[src/rtl/rv_pkg.sv]
// ============================================================================
// Module      : rv_pkg
// Description : RV32I opcodes, encoder format enum and NOP word.
// Revision    : 1.0 - initial release
// ============================================================================
`default_nettype none

package rv_pkg;

  localparam logic [6:0] c_op_reg    = 7'b0110011;
  localparam logic [6:0] c_op_imm    = 7'b0010011;
  localparam logic [6:0] c_op_load   = 7'b0000011;
  localparam logic [6:0] c_op_jalr   = 7'b1100111;
  localparam logic [6:0] c_op_store  = 7'b0100011;
  localparam logic [6:0] c_op_branch = 7'b1100011;
  localparam logic [6:0] c_op_lui    = 7'b0110111;
  localparam logic [6:0] c_op_auipc  = 7'b0010111;
  localparam logic [6:0] c_op_jal    = 7'b1101111;

  localparam logic [31:0] c_nop = 32'h0000_0013;

  typedef enum logic [2:0] {
    FMT_R   = 3'd0,
    FMT_I   = 3'd1,
    FMT_S   = 3'd2,
    FMT_B   = 3'd3,
    FMT_U   = 3'd4,
    FMT_J   = 3'd5,
    FMT_BAD = 3'd6
  } fmt_e;

  function automatic fmt_e decode_fmt(input logic [6:0] opcode);
    fmt_e fmt;
    case (opcode)
      c_op_reg:                         fmt = FMT_R;
      c_op_imm, c_op_load, c_op_jalr:   fmt = FMT_I;
      c_op_store:                       fmt = FMT_S;
      c_op_branch:                      fmt = FMT_B;
      c_op_lui, c_op_auipc:             fmt = FMT_U;
      c_op_jal:                         fmt = FMT_J;
      default:                          fmt = FMT_BAD;
    endcase
    return fmt;
  endfunction

endpackage

`default_nettype wire

[src/rtl/imm_pack.sv]
// ============================================================================
// Module      : imm_pack
// Description : Combinational RV32I field packer with immediate range check.
// Revision    : 1.0 - initial release
// ============================================================================
`default_nettype none

module imm_pack
  import rv_pkg::*;
(
  input  logic [6:0]  i_opcode,
  input  logic [4:0]  i_rd,
  input  logic [4:0]  i_rs1,
  input  logic [4:0]  i_rs2,
  input  logic [2:0]  i_funct3,
  input  logic [6:0]  i_funct7,
  input  logic [31:0] i_imm,
  output logic [31:0] o_instr,
  output logic        o_err
);

  fmt_e        w_fmt;
  logic [31:0] w_raw;
  logic        w_bad;
  logic        w_hi11_eq;
  logic        w_hi12_eq;
  logic        w_hi20_eq;

  // Sign-extension check: the dropped upper bits must all equal the kept sign bit.
  assign w_hi11_eq = (&i_imm[31:11]) | ~(|i_imm[31:11]);
  assign w_hi12_eq = (&i_imm[31:12]) | ~(|i_imm[31:12]);
  assign w_hi20_eq = (&i_imm[31:20]) | ~(|i_imm[31:20]);

  always_comb begin
    w_fmt = decode_fmt(i_opcode);
    w_raw = 32'h0;
    w_bad = 1'b0;
    case (w_fmt)
      FMT_R: w_raw = {i_funct7, i_rs2, i_rs1, i_funct3, i_rd, i_opcode};
      FMT_I: begin
        w_raw = {i_imm[11:0], i_rs1, i_funct3, i_rd, i_opcode};
        w_bad = ~w_hi11_eq;
      end
      FMT_S: begin
        w_raw = {i_imm[11:5], i_rs2, i_rs1, i_funct3, i_imm[4:0], i_opcode};
        w_bad = ~w_hi11_eq;
      end
      FMT_B: begin
        w_raw = {i_imm[12], i_imm[10:5], i_rs2, i_rs1, i_funct3,
                 i_imm[4:1], i_imm[11], i_opcode};
        w_bad = ~w_hi12_eq | i_imm[0];
      end
      FMT_U: begin
        w_raw = {i_imm[31:12], i_rd, i_opcode};
        w_bad = |i_imm[11:0];
      end
      FMT_J: begin
        w_raw = {i_imm[20], i_imm[10:1], i_imm[11], i_imm[19:12], i_rd, i_opcode};
        w_bad = ~w_hi20_eq | i_imm[0];
      end
      default: w_bad = 1'b1;
    endcase
    o_err   = w_bad;
    o_instr = w_bad ? c_nop : w_raw;
  end

endmodule

`default_nettype wire

[src/rtl/instr_encoder.sv]
// ============================================================================
// Module      : instr_encoder
// Description : RV32I instruction encoder with 2-entry output FIFO and counters.
// Revision    : 1.0 - initial release
// ============================================================================
`default_nettype none

module instr_encoder
  import rv_pkg::*;
(
  input  logic        clk,
  input  logic        rst_n,
  input  logic        in_valid,
  output logic        in_ready,
  input  logic [6:0]  in_opcode,
  input  logic [4:0]  in_rd,
  input  logic [4:0]  in_rs1,
  input  logic [4:0]  in_rs2,
  input  logic [2:0]  in_funct3,
  input  logic [6:0]  in_funct7,
  input  logic [31:0] in_imm,
  output logic        out_valid,
  input  logic        out_ready,
  output logic [31:0] out_instr,
  output logic        out_err,
  output logic [15:0] enc_count,
  output logic [15:0] err_count
);

  logic [31:0] w_enc_instr;
  logic        w_enc_err;
  logic        w_push;
  logic        w_pop;

  logic [1:0]  r_count;
  logic        r_wptr;
  logic        r_rptr;
  logic [31:0] r_mem_instr [2];
  logic        r_mem_err   [2];
  logic [15:0] r_enc_count;
  logic [15:0] r_err_count;

  imm_pack u_imm_pack (
    .i_opcode (in_opcode),
    .i_rd     (in_rd),
    .i_rs1    (in_rs1),
    .i_rs2    (in_rs2),
    .i_funct3 (in_funct3),
    .i_funct7 (in_funct7),
    .i_imm    (in_imm),
    .o_instr  (w_enc_instr),
    .o_err    (w_enc_err)
  );

  // in_ready depends only on the registered count, never on out_ready.
  assign in_ready  = (r_count < 2'd2);
  assign out_valid = (r_count != 2'd0);
  assign w_push    = in_valid && in_ready;
  assign w_pop     = out_valid && out_ready;
  assign out_instr = out_valid ? r_mem_instr[r_rptr] : 32'h0;
  assign out_err   = out_valid ? r_mem_err[r_rptr]   : 1'b0;
  assign enc_count = r_enc_count;
  assign err_count = r_err_count;

  always_ff @(posedge clk) begin
    if (!rst_n) begin
      r_count     <= 2'd0;
      r_wptr      <= 1'b0;
      r_rptr      <= 1'b0;
      r_enc_count <= 16'h0;
      r_err_count <= 16'h0;
    end else begin
      if (w_push) begin
        r_mem_instr[r_wptr] <= w_enc_instr;
        r_mem_err[r_wptr]   <= w_enc_err;
        r_wptr              <= ~r_wptr;
      end
      if (w_pop) begin
        r_rptr <= ~r_rptr;
        if (r_enc_count != 16'hFFFF) r_enc_count <= r_enc_count + 16'd1;
        if (out_err && (r_err_count != 16'hFFFF)) r_err_count <= r_err_count + 16'd1;
      end
      case ({w_push, w_pop})
        2'b10:   r_count <= r_count + 2'd1;
        2'b01:   r_count <= r_count - 2'd1;
        default: r_count <= r_count;
      endcase
    end
  end

endmodule

`default_nettype wire

[config.mk]
export PLATFORM = sky130hd
export DESIGN_NAME = instr_encoder
export DESIGN_NICKNAME = d
export VERILOG_FILES = /design/src/rtl/rv_pkg.sv /design/src/rtl/imm_pack.sv /design/src/rtl/instr_encoder.sv
export SDC_FILE = /design/constraint.sdc
export NUM_CORES = 1
export LEC_CHECK = 0
export ABC_AREA = 1
export BUFFER_PORTS_ARGS = -buffer_cell sky130_fd_sc_hd__buf_2
export CORE_MARGIN = 2
export CORE_UTILIZATION = 30
export DETAILED_ROUTE_END_ITERATION = 8
export PLACE_DENSITY = 0.61
export SYNTH_ARGS = -nofsm -noshare
export SYNTH_HDL_FRONTEND = slang
export SYNTH_SLANG_ARGS = --single-unit
[constraint.sdc]
create_clock -name clk -period 5.25 [get_ports clk]
set_clock_uncertainty 0.2 [all_clocks]
set_input_delay 0.2625 -clock clk [delete_from_list [all_inputs] [get_ports clk]]
set_output_delay 0.2625 -clock clk [all_outputs]
set_load 0.02 [all_outputs]
==> impl_metrics.ini, run 1 <==
[clock_tree]
cts.sinks = 103
cts_tree = built
ctsHoldBuffers = 0
post_cts_resized = 0
cts_inserted_buffers = 9
htree_num_levels = 3
clockBufferDepth = 2
clk_latency_ns = 0.35
root_buffer = clkbuf_16
clk_pin_slew_ns = 0.08
cts_setup_buffers = 0

[floorplanning]
die_h_um = 141
initial_core_util_pct = 30.4
die_x_um = 141
core_area_um2 = 18600
fp-row-count = 50
die_area_um2 = 20000
io_pins = 135

[routing]
via_count = 5178
post_drt_wl_per_cell_um = 13.6
wirelength_mm = 14.9
drt.antenna.violating_nets = 0
drc = 0
drt-initial-drc-count = 254
drt-vias-per-instance = 4.70
firstDrtPassIters = 5

[critical_path]
worst-setup-path-type = in -> reg
critPathMaxFanout = 27
critPathCaptureType = flop
startpoint = in_opcode[0]
cp.arrival_ns = 3.26
r2r-end = enc_count[13]
required_ns = 5.25
r2r_slack_ns = 2.67
start_kind = input port
r2r_cells = 8
r2r_start = r_count[0]

[logic_synthesis]
synth_top_cell_area_share_pct = 35.0
yosysWarnings = 0
synth_top_family_by_area = simple AND/OR/NAND/NOR gates
ys_seq_area_share_pct = 48.0
synth_top_area_cell = edfxtp_1
synth_compound_area_share_pct = 9.23
synth_fa_ha_area_share_pct = 0.883
ys_types = 37
synthXorXnorAreaFrac_pct = 1.08
yosys.area_share.simple_pct = 33.0
synth.area.top_cells = edfxtp_1 (35%), nand2_1 (15%), dfxtp_1 (13%)
syn-num-nets = 808
synth_seq_cells = 103
syn_inst = 736
syn_avg_cell_area_um2 = 7.70
synthMuxAreaShare_pct = 0
synth_area_um2 = 5670

[sta]
drv_slew = 0
slew-limit-headroom_pct = 34.4
min_period_ns = 3.26
hold_viol = 0
rsz0062_at_grt = false
tightestPinTransition_ns = 0.981
period_share_pct = 62.1
fmax_mhz = 307
fin_hold_ws_ns = 0.0418
tns_ns = 0
finalSetupViolCount = 0

[place]
hpwl_mm = 11.1
gp_congestion = 0.935
port_buffers = 134

[pwr]
leakage_nw = 2.79
p_per_area_nw_per_um2 = 341
vdd_drop_max_uv = 155

[worst_hold_path]
hold-path-endpoint = r_mem_instr[0][0]
whs_path_depth = 3
hold_path_class = in -> reg
hold_start = in_opcode[0]

[global_route]
grt_pass1_vias = 4736
antenna_found_initial = 0
grt_overflow = 0
grtUsageTotal_pct = 15.0
grt_max_degree = 36
grt_pass1_wl_mm = 24.0

[cells_and_area]
fillers = 1967
syn_to_final_growth_pct = 20.6
layout-drive-gt1-share_pct = 22.6
diodes = 0
nets = 935

[run_status]
outcome = complete, no violations

[flow_run]
drv_cap = 0
## critical path, stage by stage
cell	delay, ns
buf_2	0.09
nand2_1	0.10
nor2_2	0.16
inv_1	0.06
o21ai_2	0.47
inv_1	0.21
ha_1	0.27
nand2_1	0.14
nor2_4	0.08
nor2_4	0.24
inv_2	0.10
o21ai_4	0.58
inv_2	0.09
nor2_4	0.17
nand2_1	0.07
nor2_1	0.14
## where the power goes
part           switching, mW  internal [mW]
sequential            0.0280          0.923
clock                  0.317          0.331
combinational          0.534          0.201
## logic make-up (layout without fill, tap and decap cells)
group | after synthesis | after routing
AO/OA/AOI/OAI | 99 | 99
XOR/XNOR | 7 | 7
adder cells (fa/ha/maj) | 4 | 4
buffers and inverters | 106 | 238
flip-flops | 103 | 103
AND/OR/NAND/NOR | 417 | 417
## sequential cells by signal (all words and copies together), names as in the netlist, named ones only
| signal | count |
|---|---|
| r_mem_instr | 64 |
| enc_count | 16 |
| err_count | 16 |
| r_count | 2 |
| r_mem_err | 2 |
| r_rptr | 1 |
| r_wptr | 1 |
## Yosys cell counts (all sizes together)
cell type / n
edfxtp: 66
clkinv: 1
clkbuf: 12
buf: 10
nor4: 2
a31oi: 3
nor3: 25
nand2: 228
ha: 4
inv: 83
a21oi: 57
and3: 1
xor2: 7
dfxtp: 37
nand4: 20
a41oi: 1
o211ai: 1
o21ai: 36
o21a: 1
nor3b: 3
nor2: 93
or3: 1
nand3: 41
nand3b: 3
## metrics by stage
| stage | util, % | instances | setup WS, ns | power [mW] | cell area [um^2] |
|---|---|---|---|---|---|
| global route | 36.7 | 1102 | 1.67 | 2.48 | 6840 |
| finish | 36.7 | 1102 | 1.99 | 2.33 | 6840 |
| floorplan | - | 736 | 1.67 | 1.44 | 5670 |
| global placement | 35.1 | 1086 | 1.62 | 1.72 | 6550 |
| CTS | 36.7 | 1102 | 1.97 | 2.38 | 6840 |
| detailed placement | 35.1 | 1086 | 1.60 | 1.73 | 6550 |
## cell usage in the layout, fill, tap and decap left out, types with 7 or more instances in the layout
cell         n
nand2_1    220
buf_2      134
inv_1       76
nor2_1      72
edfxtp_1    66
a21oi_1     57
nand3_1     39
dfxtp_1     37
o21ai_0     32
nor3_1      24
nand4_1     20
nor2_2      14
clkbuf_16    9
inv_2        7
xor2_1       7
## worst max-delay path by stage
stage,to,slack [ns],cells past startpoint
3_5_place_dp,r_mem_instr[1][2],1.60,16
5_1_grt,r_mem_instr[1][6],1.67,16
4_1_cts,r_mem_instr[0][2],1.97,16
6_report,r_mem_instr[0][2],1.99,16
3_3_place_gp,r_mem_instr[0][3],1.62,17
2_1_floorplan,r_mem_err[1],1.67,3
## routing by layer
layer / routed length [um] / part of all wire, % / vias up / track usage [%]
li1: - / - / 2678 / -
met1: 7180 / 48 / 2311 / 20.4
met2: 6550 / 44 / 174 / 23.7
met3: 993 / 6.6 / 15 / 3.61
met4: 220 / 1.5 / 0 / 4.74
met5: 0 / 0 / - / 0
## area by class of cell
class	count	area (um^2)	area share (%)
clock buffer	9	225	3.29
sequential	103	2720	39.8
timing repair buffer	138	701	10.2
clock inverter	7	61.3	0.897
multi-input combinational	527	2520	36.8
inverter	84	315	4.61
tap	234	293	4.28
Note: power is estimated with default switching activity, not from simulation.
==> run 2, diff against run 1 <==
--- a/config.mk
+++ b/config.mk
@@ -5,7 +5,7 @@
 export SDC_FILE = /design/constraint.sdc
 export NUM_CORES = 1
 export LEC_CHECK = 0
-export ABC_AREA = 1
+export ABC_AREA = 0
 export BUFFER_PORTS_ARGS = -buffer_cell sky130_fd_sc_hd__buf_2
 export CORE_MARGIN = 2
 export CORE_UTILIZATION = 30
==> constraint.sdc (replaced) <==
create_clock -name clk -period 3.1 [get_ports clk]
set_clock_uncertainty 0.2 [all_clocks]
set_input_delay 0.155 -clock clk [delete_from_list [all_inputs] [get_ports clk]]
set_output_delay 0.155 -clock clk [all_outputs]
set_load 0.02 [all_outputs]
==> impl_metrics.ini, run 2 <==
[sta]
period_share_pct = 82.7
slew-limit-headroom_pct = 48.1
finalSetupViolCount = 0
tightestPinTransition_ns = 0.770
tns_ns = 0
hold_viol = 0
drv_slew = 0
rsz0062_at_grt = false
fmax_mhz = 390
min_period_ns = 2.56

[clock_tree]
cts_setup_buffers = 0
htree_num_levels = 3
root_buffer = clkbuf_16
clk_latency_ns = 0.35
clk_pin_slew_ns = 0.07
ctsHoldBuffers = 1
cts.sinks = 103
clockBufferDepth = 2
cts_inserted_buffers = 9
post_cts_resized = 0
cts_tree = built

[pwr]
leakage_nw = 2.54
p_per_area_nw_per_um2 = 616
fin_total_pwr_mw = 4.04
vdd_drop_max_uv = 270

[logic_synthesis]
synth_seq_cells = 103
synth_area_um2 = 5310
synth_edf_count = 66
synth.most_common_cell = edfxtp_1
synth-main-ff-cell = edfxtp_1
ys_async_sr_fraction_pct = 0
syn-num-nets = 557
syn_inst = 485
yosysWarnings = 0
syn_avg_cell_area_um2 = 10.9
synth_top_cell_area_share_pct = 37.3
synth_top_area_cell = edfxtp_1
synthTopCellsByCount = edfxtp_1 (66), nor2_1 (49), dfxtp_1 (37)
ys_types = 56
synth.area.top_cells = edfxtp_1 (37%), dfxtp_1 (14%), mux2i_1 (6.6%)
ys_seq_area_share_pct = 51.3

[place]
port_buffers = 134
gp_congestion = 0.941
dp.cells = 835
hpwl_mm = 10.1

[critical_path]
r2r_slack_ns = 0.64
start_kind = input port
r2r_cells = 6
critPathCaptureType = flop
critPathMaxFanout = 20
worst-setup-path-type = in -> reg
r2r-end = err_count[15]
r2r_start = err_count[6]
required_ns = 3.05
cp.arrival_ns = 2.51

[routing]
drt-vias-per-instance = 5.03
via_count = 4287
firstDrtPassIters = 5
drt-initial-drc-count = 261
drc = 0
post_drt_wl_per_cell_um = 16.0
wirelength_mm = 13.6
drt.antenna.violating_nets = 0

[floorplanning]
die_x_um = 137
io_pins = 135
fp-row-count = 48
core_area_um2 = 17300
die_area_um2 = 18800
initial_core_util_pct = 30.7
die_h_um = 137

[cells_and_area]
stdcell_count = 852
nets = 694
layout_commonest_cell = buf_2
fillers = 1747
layout-drive-gt1-share_pct = 30.8
syn_to_final_growth_pct = 23.7
largest_reg_flops = 64
diodes = 0
top_register = r_mem_instr
layout_common_cells = buf_2 (134), edfxtp_1 (66), nor2_1 (47)

[global_route]
grtUsageTotal_pct = 14.8
grt_overflow = 0
grt_pass1_wl_mm = 21.5
grt_max_degree = 40
antenna_found_initial = 0
grt_pass1_vias = 4205

[worst_hold_path]
hold_path_class = in -> reg
whs_path_depth = 3
hold_start = in_funct7[3]
hold-path-endpoint = r_mem_instr[0][28]

[flow_run]
drv_cap = 0

[run_status]
outcome = complete, no violations
[run 2: logic make-up after synthesis]
family,synth area share (%)
AOI/OAI and AO/OA,11.5
and+or+nand+nor,20.8
xor gates and xnor gates,4.95
adders and majority gates,0.943
muxes,7.31
DFF,51.3
buffers and inverters,3.28
[run 2: layout make-up]
cell class              count  area (um^2)  share of cell area (%)
clock buffers              10          229                    3.49
clock inverters             6         45.0                   0.686
inverters                  13         48.8                   0.743
multi-input cells         345         2420                    36.9
flip-flops and latches    103         2720                    41.5
well taps                 225          282                    4.29
repair buffers            150          818                    12.5
[run 2: critical path, stage by stage]
cell     delay [ns]
buf_2          0.17
nor3b_1        0.28
nand2_1        0.17
ha_1           0.28
mux2_4         0.33
nor2_4         0.15
a21oi_1        0.11
or2_1          0.37
buf_12         0.23
nor3_1         0.26
[run 2: worst max-delay path by stage]
| stage | startpoint | endpoint | depth (start not counted) |
|---|---|---|---|
| 6_report | in_opcode[5] | r_mem_instr[0][9] | 10 |
| 3_5_place_dp | in_opcode[5] | r_mem_instr[1][11] | 10 |
| 5_1_grt | in_opcode[5] | r_mem_instr[0][11] | 10 |
| 4_1_cts | in_opcode[5] | r_mem_instr[1][11] | 10 |
| 2_1_floorplan | in_opcode[6] | r_mem_instr[0][30] | 10 |
| 3_3_place_gp | in_opcode[5] | r_mem_instr[0][14] | 10 |
[run 2: per-stage QoR]
step	utilization, %	hold slack, ns	setup WS [ns]	instance area [um^2]
6_report	38.0	0.0182	0.537	6570
3_5_place_dp	36.3	0.311	0.194	6280
4_1_cts	38.0	0.00958	0.561	6570
3_3_place_gp	36.3	0.284	0.295	6280
2_1_floorplan	-	0.166	0.430	5310
5_1_grt	38.0	0.0448	0.295	6570
[run 2: report_power, final]
group	switching (mW)	internal (mW)	total, mW
sequential	0.0604	1.57	1.63
clock	0.509	0.548	1.06
combinational	0.894	0.463	1.36
total	1.46	2.58	4.04
[run 2: routing by layer]
metal  vias up  share of wire [%]  track usage (%)  wire [um]
li1       2082                  -                -          -
met1      2022                 46             19.8       6310
met2       167                 45             23.5       6110
met3        16                7.1             3.19        966
met4         0                1.7             5.15        226
met5         -                  0                0          0
